===== src/rtl/inta_sequencer.sv =====
//==============================================================
// Module  : inta_sequencer
// Purpose : 8259-style INTA sequencer; raises INT, runs the
//           acknowledge pulses, drives the vector, owns the ISR.
// Option  : AUTO_EOI_EN adds aeoi_mode (auto EOI on final rise).
// Rev     : 1.0
//==============================================================
`default_nettype none

module inta_sequencer #(
  parameter int         INTA_PULSES    = 2,
  parameter logic [2:0] SPURIOUS_LEVEL = 3'd7
) (
  input  logic       clk,
  input  logic       reset,
  input  logic [7:0] chosen_interrupt,
  input  logic       inta_n,
  input  logic [4:0] vector_base,
  input  logic       eoi_cmd,
  input  logic       eoi_specific,
  input  logic [2:0] eoi_level,
`ifdef AUTO_EOI_EN
  input  logic       aeoi_mode,
`endif
  output logic       int_out,
  output logic [7:0] data_out,
  output logic       data_oe,
  output logic [7:0] in_service,
  output logic [7:0] clear_irr,
  output logic       spurious
);

  typedef enum logic [1:0] {
    IDLE  = 2'd0,
    ACK1  = 2'd1,
    WAIT2 = 2'd2,
    ACK2  = 2'd3
  } state_t;

  state_t     state, state_nx;
  logic       prev_inta;
  logic       armed;
  logic [2:0] level, level_nx;
  logic       int_nx, oe_nx, spur_nx;
  logic [7:0] dout_nx, isr_nx, clr_nx;
`ifdef AUTO_EOI_EN
  logic       level_valid, level_valid_nx;
`endif

  logic       fall, rise, has_req, eligible;
  logic [2:0] pend_level;
  logic [7:0] isr_lowest;

  // armed blocks a low inta_n that survived reset from counting as a fall
  assign fall       = prev_inta & ~inta_n & armed;
  assign rise       = ~prev_inta & inta_n;
  assign has_req    = |chosen_interrupt;
  assign isr_lowest = in_service & (~in_service + 8'd1);
  // mask of all levels above the highest in-service one (all ones when ISR empty)
  assign eligible   = |(chosen_interrupt & (isr_lowest - 8'd1));

  always_comb begin
    pend_level = 3'd0;
    for (int i = 7; i >= 0; i--) begin
      if (chosen_interrupt[i]) pend_level = i[2:0];
    end
  end

  always_comb begin
    state_nx = state;
    level_nx = level;
    int_nx   = int_out;
    oe_nx    = data_oe;
    dout_nx  = data_out;
    clr_nx   = 8'h00;
    spur_nx  = 1'b0;
    isr_nx   = in_service;
`ifdef AUTO_EOI_EN
    level_valid_nx = level_valid;
`endif

    // EOI clear first so an acknowledge set of the same bit wins
    if (eoi_cmd) begin
      if (eoi_specific) isr_nx[eoi_level] = 1'b0;
      else              isr_nx = in_service & (in_service - 8'd1);
    end

    case (state)
      IDLE: begin
        int_nx = eligible;
        if (fall) begin
          int_nx = 1'b0;
          if (has_req) begin
            level_nx           = pend_level;
            isr_nx[pend_level] = 1'b1;
            clr_nx             = 8'd1 << pend_level;
          end else begin
            level_nx = SPURIOUS_LEVEL;
            spur_nx  = 1'b1;
          end
`ifdef AUTO_EOI_EN
          level_valid_nx = has_req;
`endif
          if (INTA_PULSES == 2) begin
            state_nx = ACK1;
          end else begin
            state_nx = ACK2;
            oe_nx    = 1'b1;
            dout_nx  = {vector_base, level_nx};
          end
        end
      end
      ACK1: begin
        int_nx = 1'b0;
        oe_nx  = 1'b0;
        if (rise) state_nx = WAIT2;
      end
      WAIT2: begin
        int_nx = 1'b0;
        if (fall) begin
          state_nx = ACK2;
          oe_nx    = 1'b1;
          dout_nx  = {vector_base, level};
        end
      end
      ACK2: begin
        int_nx  = 1'b0;
        oe_nx   = 1'b1;
        dout_nx = {vector_base, level};
        if (rise) begin
          oe_nx    = 1'b0;
          state_nx = IDLE;
`ifdef AUTO_EOI_EN
          if (aeoi_mode && level_valid) isr_nx[level] = 1'b0;
`endif
        end
      end
      default: state_nx = IDLE;
    endcase
  end

  always_ff @(posedge clk or posedge reset) begin
    if (reset) begin
      state      <= IDLE;
      prev_inta  <= 1'b1;
      armed      <= 1'b0;
      level      <= 3'd0;
      int_out    <= 1'b0;
      data_oe    <= 1'b0;
      data_out   <= 8'h00;
      in_service <= 8'h00;
      clear_irr  <= 8'h00;
      spurious   <= 1'b0;
`ifdef AUTO_EOI_EN
      level_valid <= 1'b0;
`endif
    end else begin
      state      <= state_nx;
      prev_inta  <= inta_n;
      armed      <= armed | inta_n;
      level      <= level_nx;
      int_out    <= int_nx;
      data_oe    <= oe_nx;
      data_out   <= dout_nx;
      in_service <= isr_nx;
      clear_irr  <= clr_nx;
      spurious   <= spur_nx;
`ifdef AUTO_EOI_EN
      level_valid <= level_valid_nx;
`endif
    end
  end

endmodule

`default_nettype wire


===== config.mk =====
export PLATFORM = sky130hd
export DESIGN_NAME = inta_sequencer
export DESIGN_NICKNAME = d
export VERILOG_FILES = /design/src/rtl/inta_sequencer.sv
export SDC_FILE = /design/constraint.sdc
export NUM_CORES = 1
export LEC_CHECK = 0
export BUFFER_PORTS_ARGS = -buffer_cell sky130_fd_sc_hd__buf_2
export CORE_MARGIN = 5
export CORE_UTILIZATION = 56
export DETAILED_ROUTE_END_ITERATION = 10
export GPL_ROUTABILITY_DRIVEN = 0
export PLACE_DENSITY = 0.95
export RECOVER_POWER = 25
export SLEW_MARGIN = 20
export SYNTH_ARGS = -nofsm -noshare
export SYNTH_HDL_FRONTEND = slang
export SYNTH_SLANG_ARGS = --single-unit

===== constraint.sdc =====
create_clock -name clk -period 4.1 [get_ports clk]
set_clock_uncertainty 0.15 [all_clocks]
set_input_delay 0 -clock clk [delete_from_list [all_inputs] [get_ports clk]]
set_output_delay 0 -clock clk [all_outputs]
set_load 0.005 [all_outputs]

==> results of run 1 <==
-- metal layers --
layer,routed length [µm],part of all wire (%),GRT usage (%),vias to the layer above
met2,2405,50,40.27,96
met4,108,2.2,8.376,0
met5,0,0,0,-
li1,-,-,-,784
met1,1918,40,30.97,812
met3,377,7.8,4.932,11
-- what timing repair did --
| action | CTS | global route |
|---|---|---|
| buffers inserted | 0 | 0 |
| gates resized for setup | 0 | 0 |
| hold buffers | 28 | 0 |
| endpoints found under the hold margin | 64 | 0 |
-- critical path, cell delays in order, from the launching register on --
cell	delay, ns
dfrtp_1	0.51
or3_1	0.43
o22ai_1	0.17
nand2_1	0.07
dlygate4sd3_1	0.56
a21o_1	0.17
dlygate4sd3_1	0.55
-- area by class of cell --
type	instances	share of cell area, %
clock buffer	5	1.563
inverter	10	1.563
timing repair buffer	76	21.56
clock inverter	3	1.667
tap	44	2.292
sequential	34	35.47
multi-input combinational	131	35.89
-- layout by cell type, fill, tap and decap left out, drive strengths merged, types with 2 or more instances in the layout --
cell type    count
a21o             4
a21oi           10
and3             4
buf             46
clkbuf           7
clkinv           2
dfrtp           33
dlygate4sd3     28
ha               7
inv             10
mux2            10
nand2           22
nand2b           5
nand3            2
nand4            2
nor2            14
nor2b            4
nor3             3
nor3b            2
nor4             4
o21ai            8
o21bai           2
o22ai            5
o31ai            2
or2              3
or3              3
xnor2            2
xor2             2
-- worst paths after layout --
path	startpoint	endpoint	depth (start not counted)
worst max-delay path	in_service[2]$_DFF_PP0_	in_service[3]$_DFF_PP0_	6
worst min-delay path	chosen_interrupt[5]	level[1]$_DFFE_PP0P_	4
worst max register to register	in_service[2]$_DFF_PP0_	in_service[3]$_DFF_PP0_	6
worst min register to register	data_out[4]$_DFFE_PP0P_	data_out[4]$_DFFE_PP0P_	1
max in group asynchronous	reset	in_service[6]$_DFF_PP0_	4
min in group asynchronous	reset	data_out[5]$_DFFE_PP0P_	4
-- through the flow --
step / instance area [µm²] / setup slack, ns / std cells
6_report: 2402 / 1.382 / 303
5_1_grt: 2402 / 1.250 / 303
4_1_cts: 2407 / 1.409 / 303
3_5_place_dp: 2049 / 1.947 / 267
3_3_place_gp: 2049 / 2.064 / 267
2_1_floorplan: 1770 / 2.130 / 178
-- state kept, by name (all words and copies together) (netlist names) --
signal      cells
armed           1
clear_irr       8
data_oe         1
data_out        8
in_service      8
int_out         1
level           3
prev_inta       1
spurious        1
state           2
-- where the power goes --
part           total [mW]  internal (mW)  switching [mW]
Combinational       0.552          0.279           0.272
Sequential          0.482          0.419          0.0632
Clock               0.237          0.126           0.110
Total                1.27          0.824           0.446
-- kinds of logic (layout without fill, tap and decap cells) --
| family | count (synthesis) | in the layout | synth area share, % |
|---|---|---|---|
| simple gates | 72 | 72 | 21.55 |
| compound gates | 37 | 37 | 13.29 |
| flops | 34 | 34 | 48.13 |
| buf+inv | 13 | 94 | 3.181 |
| mux | 11 | 11 | 6.926 |
| fa+ha+maj | 7 | 7 | 4.947 |
| xor+xnor | 4 | 4 | 1.979 |
==> metrics.csv, run 1 <==
metric;value;unit
RSZ-0062 raised after global routing;no;
antenna cells;0;
Starting Density;57.99;%
antenna violations before repair;0;
EDFF count, synth;0;
failing checks;capacitance limit, slew limit;
share of the synthesized area in the top cell type;46.64;%
Fin. Hold Viols;0;
clk sinks;34;
Register Area;852.1;µm²
CP Capture Type;flip-flop;
max-slew violations;35;
Total GRT Usage;24.15;%
dpl hpwl;2.923;mm
Final Util;78.69;%
Critical Path Fanout Max;11;
max_cap viols;1;
die area;0.004386;mm²
Die Wd;66.23;µm
yosys warns;0;
Req. time, crit path;4.18;ns
WHS;0.06890;ns
drt via density;5.620;
Die Ht;66.23;µm
share of post-route cells with drive strength above 1;28.57;%
Highest Clock Rate;0.3679;GHz
crit path kind;reg -> reg;
Clock Latency Late Sink;0.34;ns
I/O Buffers;47;
Leakage;1.247;nW
Ports;48;
HP Class;in -> reg;
Slew HR;-13.58;%
Worst Max-Slew Pin Slew;1.704;ns
top-count cell post-synth;dfrtp_1;
CTS tree;done;
sequential area share after synthesis;48.13;%
Primary FF master, synth;dfrtp_1;
crit share post-route;66.30;%
status;finished with violations;
Arr. time, crit path;2.80;ns
Tmin final;2.718;ns
setup violators final;0;
CTS Buffer Depth;2;
remaining global-route overflow;0;
Clk pin slew, worst setup/hold paths;0.11;ns
Syn Area/Cell;9.946;µm²
Post-synth top cells;33 x dfrtp_1, 21 x nand2_1, 14 x nor2_1;
pin count of the biggest net entering global routing;35;
syn_nets;206;
area occupied by multi-input gates;862.1;µm²
Final ANT Viol Nets;0;
area grow syn2layout;35.69;%
drt first pass iters;4;
Yosys top cell by area;dfrtp_1;
Async S/R FF share, synth;100.0;%
total CTS buffers;5;
Max IR drop VDD;0.2940;mV
PD cells;528.8;mW/mm²
vias in the first global route;1673;
WL final;4.809;mm
Iter 0 DRT Violations;70;
clk root buf;clkbuf_4;
H-Tree Level Count;2;
first-pass GRT wire length;7.962;mm
Cell variety after synth;43;
row cnt;20;
FF+latch count, synth;34;
via count;1703;
NumNets Final;286;
total power;1.270;mW
core area;0.003053;mm²
Synth Instances;178;
startpoint types;flip-flop;
top post-synthesis cells by area;dfrtp_1 47%, mux2_2 6.4%, ha_1 4.9%;
Reg2Reg Setup Slack;1.38;ns
Synth Cell Area;0.001770;mm²
routed len/inst;15.87;µm
fillers;200;
drc violations;0;
Total Neg Setup Slack;0;ns
No activity file was read; power rests on OpenSTA's default activity.
==> run 2, diff against run 1 <==
--- a/config.mk
+++ b/config.mk
@@ -7,10 +7,10 @@
 export LEC_CHECK = 0
 export BUFFER_PORTS_ARGS = -buffer_cell sky130_fd_sc_hd__buf_2
 export CORE_MARGIN = 5
-export CORE_UTILIZATION = 56
+export CORE_UTILIZATION = 47
 export DETAILED_ROUTE_END_ITERATION = 10
 export GPL_ROUTABILITY_DRIVEN = 0
-export PLACE_DENSITY = 0.95
+export PLACE_DENSITY = 0.87
 export RECOVER_POWER = 25
 export SLEW_MARGIN = 20
 export SYNTH_ARGS = -nofsm -noshare
==> constraint.sdc (replaced) <==
create_clock -name clk -period 2.5 [get_ports clk]
set_clock_uncertainty 0.15 [all_clocks]
set_input_delay 0 -clock clk [delete_from_list [all_inputs] [get_ports clk]]
set_output_delay 0 -clock clk [all_outputs]
set_load 0.005 [all_outputs]
==> metrics.csv, run 2 (synthesized netlist as in run 1, its figures left out) <==
metric;value;unit
CP delay by family, top;simple AND/OR/NAND/NOR gates;
antenna violations before repair;0;
clk root buf;clkbuf_8;
area grow syn2layout;34.63;%
Worst Max-Slew Pin Slew;0.5599;ns
Die Ht;71.38;µm
Max IR drop VDD;0.4594;mV
Clock Latency Late Sink;0.28;ns
Fin. Hold Viols;0;
Total Neg Setup Slack;0;ns
max_cap viols;0;
share of power burned in registers;36.9;%
Internal Power;1.434;mW
H-Tree Level Count;2;
Reg2Reg Setup Slack;0.28;ns
Highest Clock Rate;0.4502;GHz
Req. time, crit path;2.56;ns
die area;0.005094;mm²
Gate power share;39.9;%
CP Capture Type;flip-flop;
r2r endpoint;clear_irr[2]$_DFF_PP0_;
Register Area;852.1;µm²
crit share post-route;88.85;%
Arr. time, crit path;2.28;ns
CP peak stage delay;0.64;ns
fillers;287;
commonest non-fill, non-tap cells in the layout;38 x buf_2, 33 x dfrtp_1, 22 x dlygate4sd3_1;
I/O Buffers;47;
Largest regs;clear_irr x8, data_out x8, in_service x8;
worst r2r src;prev_inta$_DFF_PP1_;
crit path kind;reg -> reg;
postcts setup bufs;0;
most common cell after layout, fill and taps aside;buf_2;
clk sinks;34;
clock network fraction of total power;23.3;%
max-slew violations;0;
first-pass GRT wire length;7.093;mm
status;finished clean;
row cnt;22;
Final ANT Viol Nets;0;
drt via density;5.282;
Hold Crit Depth;4;
Starting Density;48.36;%
Ports;48;
WHS;0.01612;ns
RSZ-0062 raised after global routing;no;
Hold Path End;level[0]$_DFFE_PP0P_;
drc violations;0;
share of post-route cells with drive strength above 1;26.48;%
Crit-path slowest cell;dlygate4sd3_1;
NumNets Final;281;
remaining global-route overflow;0;
core area;0.003661;mm²
Leakage;1.207;nW
Critical Path Fanout Max;9;
Reg2Reg Depth;4;
area occupied by multi-input gates;862.1;µm²
Die Wd;71.38;µm
pin count of the biggest net entering global routing;20;
routed len/inst;13.76;µm
Tmin final;2.221;ns
dpl hpwl;2.984;mm
Net Sw Frac;32.73;%
vias in the first global route;1564;
setup violators final;0;
Iter 0 DRT Violations;118;
drt first pass iters;4;
antenna cells;0;
PD cells;894.4;mW/mm²
Slew HR;62.63;%
CTS tree;done;
WL final;4.142;mm
CTS Buffer Depth;2;
startpoint types;flip-flop;
sw power;0.6977;mW
Buf/Inv on CP;1;
Total GRT Usage;17.65;%
Clk pin slew, worst setup/hold paths;0.06;ns
HP Class;in -> reg;
critical-path cell list;and3b_1 > nand2_2 > nor4_1 > dlygate4sd3_1;
hold path startpoint;chosen_interrupt[4];
total CTS buffers;5;
via count;1590;
## run 2: what timing repair did
action	in CTS	in global routing
endpoints found under the hold margin	43	0
resized for setup	0	0
hold buffers	22	0
## run 2: worst max path at each step
stage	start	end	slack, ns	depth (start not counted)
finish	prev_inta$_DFF_PP1_	clear_irr[2]$_DFF_PP0_	0.28	4
global route	prev_inta$_DFF_PP1_	clear_irr[2]$_DFF_PP0_	0.22	4
CTS	prev_inta$_DFF_PP1_	clear_irr[3]$_DFF_PP0_	0.33	5
detailed placement	in_service[2]$_DFF_PP0_	int_out$_DFF_PP0_	0.48	5
global placement	in_service[2]$_DFF_PP0_	int_out$_DFF_PP0_	0.52	6
floorplan	in_service[2]$_DFF_PP0_	int_out$_DFF_PP0_	0.53	7
## run 2: metal layers
layer	wire length, µm	track usage (%)	vias to the layer above
li1	-	-	773
met1	1644	22.83	730
met2	2022	28.27	73
met3	387	5.610	14
met4	88	5.428	0
met5	0	0	-
## run 2: worst reg2reg max path, cell delays in order (launching register included)
cell and delay (ns):
dfstp_2 0.54, and3b_1 0.24, nand2_2 0.14, nor4_1 0.44, dlygate4sd3_1 0.64
## run 2: power groups by stage
stage | clock network (mW) | logic [mW] | registers [mW]
4_1_cts | 0.508 | 0.860 | 0.785
3_5_place_dp | 0 | 0.832 | 0.795
3_3_place_gp | 0 | 0.810 | 0.784
5_1_grt | 0.535 | 0.965 | 0.808
2_1_floorplan | 0 | 0.587 | 0.784
6_report | 0.496 | 0.850 | 0.786
## run 2: area by class of cell
type / count / area share [%]
clock buffer: 6 / 3.465
clock inverter: 1 / 1.260
inverter: 10 / 1.575
multi-input combinational: 131 / 36.17
sequential: 34 / 35.75
tap: 48 / 2.520
timing repair buffer: 71 / 19.27
## run 2: metrics by stage
step,power (mW),setup WS (ns),std cells,cell area [µm²],utilization (%)
after floorplan,1.371,0.5299,178,1770,-
after global placement,1.594,0.5227,272,2062,56.32
after detailed placement,1.628,0.4799,272,2062,56.32
after CTS,2.152,0.3252,301,2395,65.41
after global routing,2.308,0.2157,301,2384,65.11
final,2.132,0.2789,301,2384,65.11
==> run 3, diff against run 2 <==
--- a/config.mk
+++ b/config.mk
@@ -5,12 +5,13 @@
 export SDC_FILE = /design/constraint.sdc
 export NUM_CORES = 1
 export LEC_CHECK = 0
+export ABC_AREA = 1
 export BUFFER_PORTS_ARGS = -buffer_cell sky130_fd_sc_hd__buf_2
 export CORE_MARGIN = 5
 export CORE_UTILIZATION = 47
 export DETAILED_ROUTE_END_ITERATION = 10
 export GPL_ROUTABILITY_DRIVEN = 0
-export PLACE_DENSITY = 0.87
+export PLACE_DENSITY = 0.86
 export RECOVER_POWER = 25
 export SLEW_MARGIN = 20
 export SYNTH_ARGS = -nofsm -noshare
==> metrics.csv, run 3 <==
metric;value;unit
status;finished with violations;
failing checks;hold timing;
vias in the first global route;1684;
Clk pin slew, worst setup/hold paths;0.07;ns
sequential area share after synthesis;46.55;%
total CTS buffers;5;
Slew HR;55.12;%
via count;1784;
yosys warns;0;
Worst Max-Slew Pin Slew;0.6724;ns
simple-gate share of the synthesized area;26.11;%
Ports;48;
Die Ht;72.41;µm
Leakage;1.262;nW
top-count cell post-synth;nand2_1;
Primary FF master, synth;dfrtp_1;
crit path kind;in -> reg;
drt via density;5.025;
Async S/R FF share, synth;100.0;%
NumNets Final;334;
Largest regs;clear_irr x8, data_out x8, in_service x8;
pin count of the biggest net entering global routing;19;
startpoint types;primary input;
Max IR drop VDD;0.4791;mV
Total GRT Usage;17.96;%
Req. time, crit path;2.55;ns
Die Wd;72.41;µm
first-pass GRT wire length;7.472;mm
RSZ-0062 raised after global routing;no;
die area;0.005242;mm²
top post-synthesis cells by area;dfrtp_1 45%, nand2_1 8.8%, nor2_1 8.0%;
multiplexer share of the synthesized area;4.306;%
core area;0.003716;mm²
CTS Buffer Depth;2;
Synth Cell Area;0.001831;mm²
max-slew violations;0;
antenna cells;0;
Starting Density;49.26;%
Cell variety after synth;24;
I/O Buffers;47;
crit share post-route;89.45;%
CP Capture Type;flip-flop;
share of the synthesized area in the top cell type;45.11;%
Highest Clock Rate;0.4472;GHz
Total Neg Setup Slack;0;ns
HP Class;in -> reg;
largest family of logic cells by synthesized area;simple AND/OR/NAND/NOR gates;
syn_nets;258;
most common cell after layout, fill and taps aside;nand2_1;
FF+latch count, synth;34;
clk sinks;34;
setup violators final;0;
area grow syn2layout;33.49;%
max_cap viols;0;
Iter 0 DRT Violations;163;
Fin. Hold Viols;1;
Syn Area/Cell;7.959;µm²
antenna violations before repair;0;
Synth Area in Adders;4.785;%
CTS tree;done;
PD cells;893.4;mW/mm²
routed len/inst;12.63;µm
commonest non-fill, non-tap cells in the layout;42 x nand2_1, 40 x buf_2, 38 x nor2_1;
Arr. time, crit path;2.29;ns
Final ANT Viol Nets;0;
Post-synth top cells;43 x nand2_1, 39 x nor2_1, 33 x dfrtp_1, 29 x inv_1, 22 x o21ai_0;
clk root buf;clkbuf_8;
WHS;-0.01028;ns
Tmin final;2.236;ns
xor/xnor share of the synthesized area;0;%
row cnt;22;
Critical Path Fanout Max;3;
WL final;4.484;mm
Final Util;65.76;%
Synth Area in Compound Gates;11.48;%
remaining global-route overflow;0;
drt first pass iters;4;
EDFF count, synth;0;
Synth Instances;230;
Clock Latency Late Sink;0.28;ns
drc violations;0;
Yosys top cell by area;dfrtp_1;
H-Tree Level Count;2;
share of post-route cells with drive strength above 1;27.04;%
dpl hpwl;3.256;mm
[run 3: cell types whose count changed in the layout (fill, tap and decap cells not counted), sizes merged, moves of 5 or more]
cell    before  now
o21ai        8   23
nand2       22   46
nand3        2   16
nand2b       5    0
nor2        14   46
inv         10   33
[run 3: metal layers]
metal	GRT usage [%]	share of wire, %
met4	7.377	2.1
met2	30.03	47
met5	0	0
met1	23.04	42
met3	3.047	8.3
[run 3: cell type report]
| cell class | count | area [µm²] |
|---|---|---|
| Timing Repair Buffer | 69 | 436.7 |
| Sequential cell | 34 | 853.3 |
| Clock inverter | 2 | 12.51 |
| Multi-Input combinational cell | 163 | 872.1 |
| Inverter | 33 | 126.4 |
| Clock buffer | 6 | 82.58 |
| Tap cell | 48 | 60.06 |
| Fill cell | 318 | 1272 |
[run 3: report_power, final]
part           internal (mW)  switching, mW  total, mW
registers              0.688         0.0848      0.773
logic                  0.443          0.547      0.990
clock network          0.221          0.199      0.420
[run 3: repair_timing]
| action | in CTS | in global routing |
|---|---|---|
| resized for setup | 0 | 8 |
| buffers inserted | 0 | 3 |
| endpoints found under the setup margin | 0 | 1 |
| endpoints found under the hold margin | 40 | 0 |
| hold buffers | 19 | 0 |
[run 3: metrics by stage]
step | instance area, µm² | power (mW) | std cells | hold WS [ns] | worst slack (ns)
2_1_floorplan | 1831 | 1.421 | 230 | -0.1455 | 0.7292
3_3_place_gp | 2133 | 1.653 | 326 | -0.02821 | 0.6309
3_5_place_dp | 2133 | 1.681 | 326 | -0.02504 | 0.5776
4_1_cts | 2419 | 2.130 | 353 | 0.01515 | 0.02921
5_1_grt | 2444 | 2.372 | 355 | 0.05626 | 0.1579
6_report | 2444 | 2.183 | 355 | -0.01028 | 0.2638
[run 3: logic make-up after synthesis]
| logic type | Yosys count |
|---|---|
| flip-flops | 34 |
| AND/OR/NAND/NOR | 111 |
| buffers and inverters | 33 |
| AO/OA/AOI/OAI | 38 |
| multiplexers | 7 |
| adder cells (fa/ha/maj) | 7 |
[run 3: final timing paths]
path	end	depth (start not counted)	slack (ns)	start
max in group asynchronous	in_service[1]$_DFF_PP0_	4	1.30	reset
setup reg to reg	in_service[5]$_DFF_PP0_	8	0.43	in_service[1]$_DFF_PP0_
setup / recovery	level[0]$_DFFE_PP0P_	9	0.26	chosen_interrupt[6]
min in group asynchronous	data_out[7]$_DFFE_PP0P_	3	0.21	reset
hold reg to reg	armed$_DFF_PP0_	1	0.32	armed$_DFF_PP0_
hold / removal	int_out$_DFF_PP0_	5	-0.01	chosen_interrupt[5]
[run 3: worst max-delay path, cell delays in order]
cell and delay, ns:
dlygate4sd3_1 0.53, buf_2 0.14, nor2_1 0.13, dlygate4sd3_1 0.56, nand2_1 0.08, dlygate4sd3_1 0.58, nor2_1 0.16, a21oi_1 0.05
o21ai_0 0.07
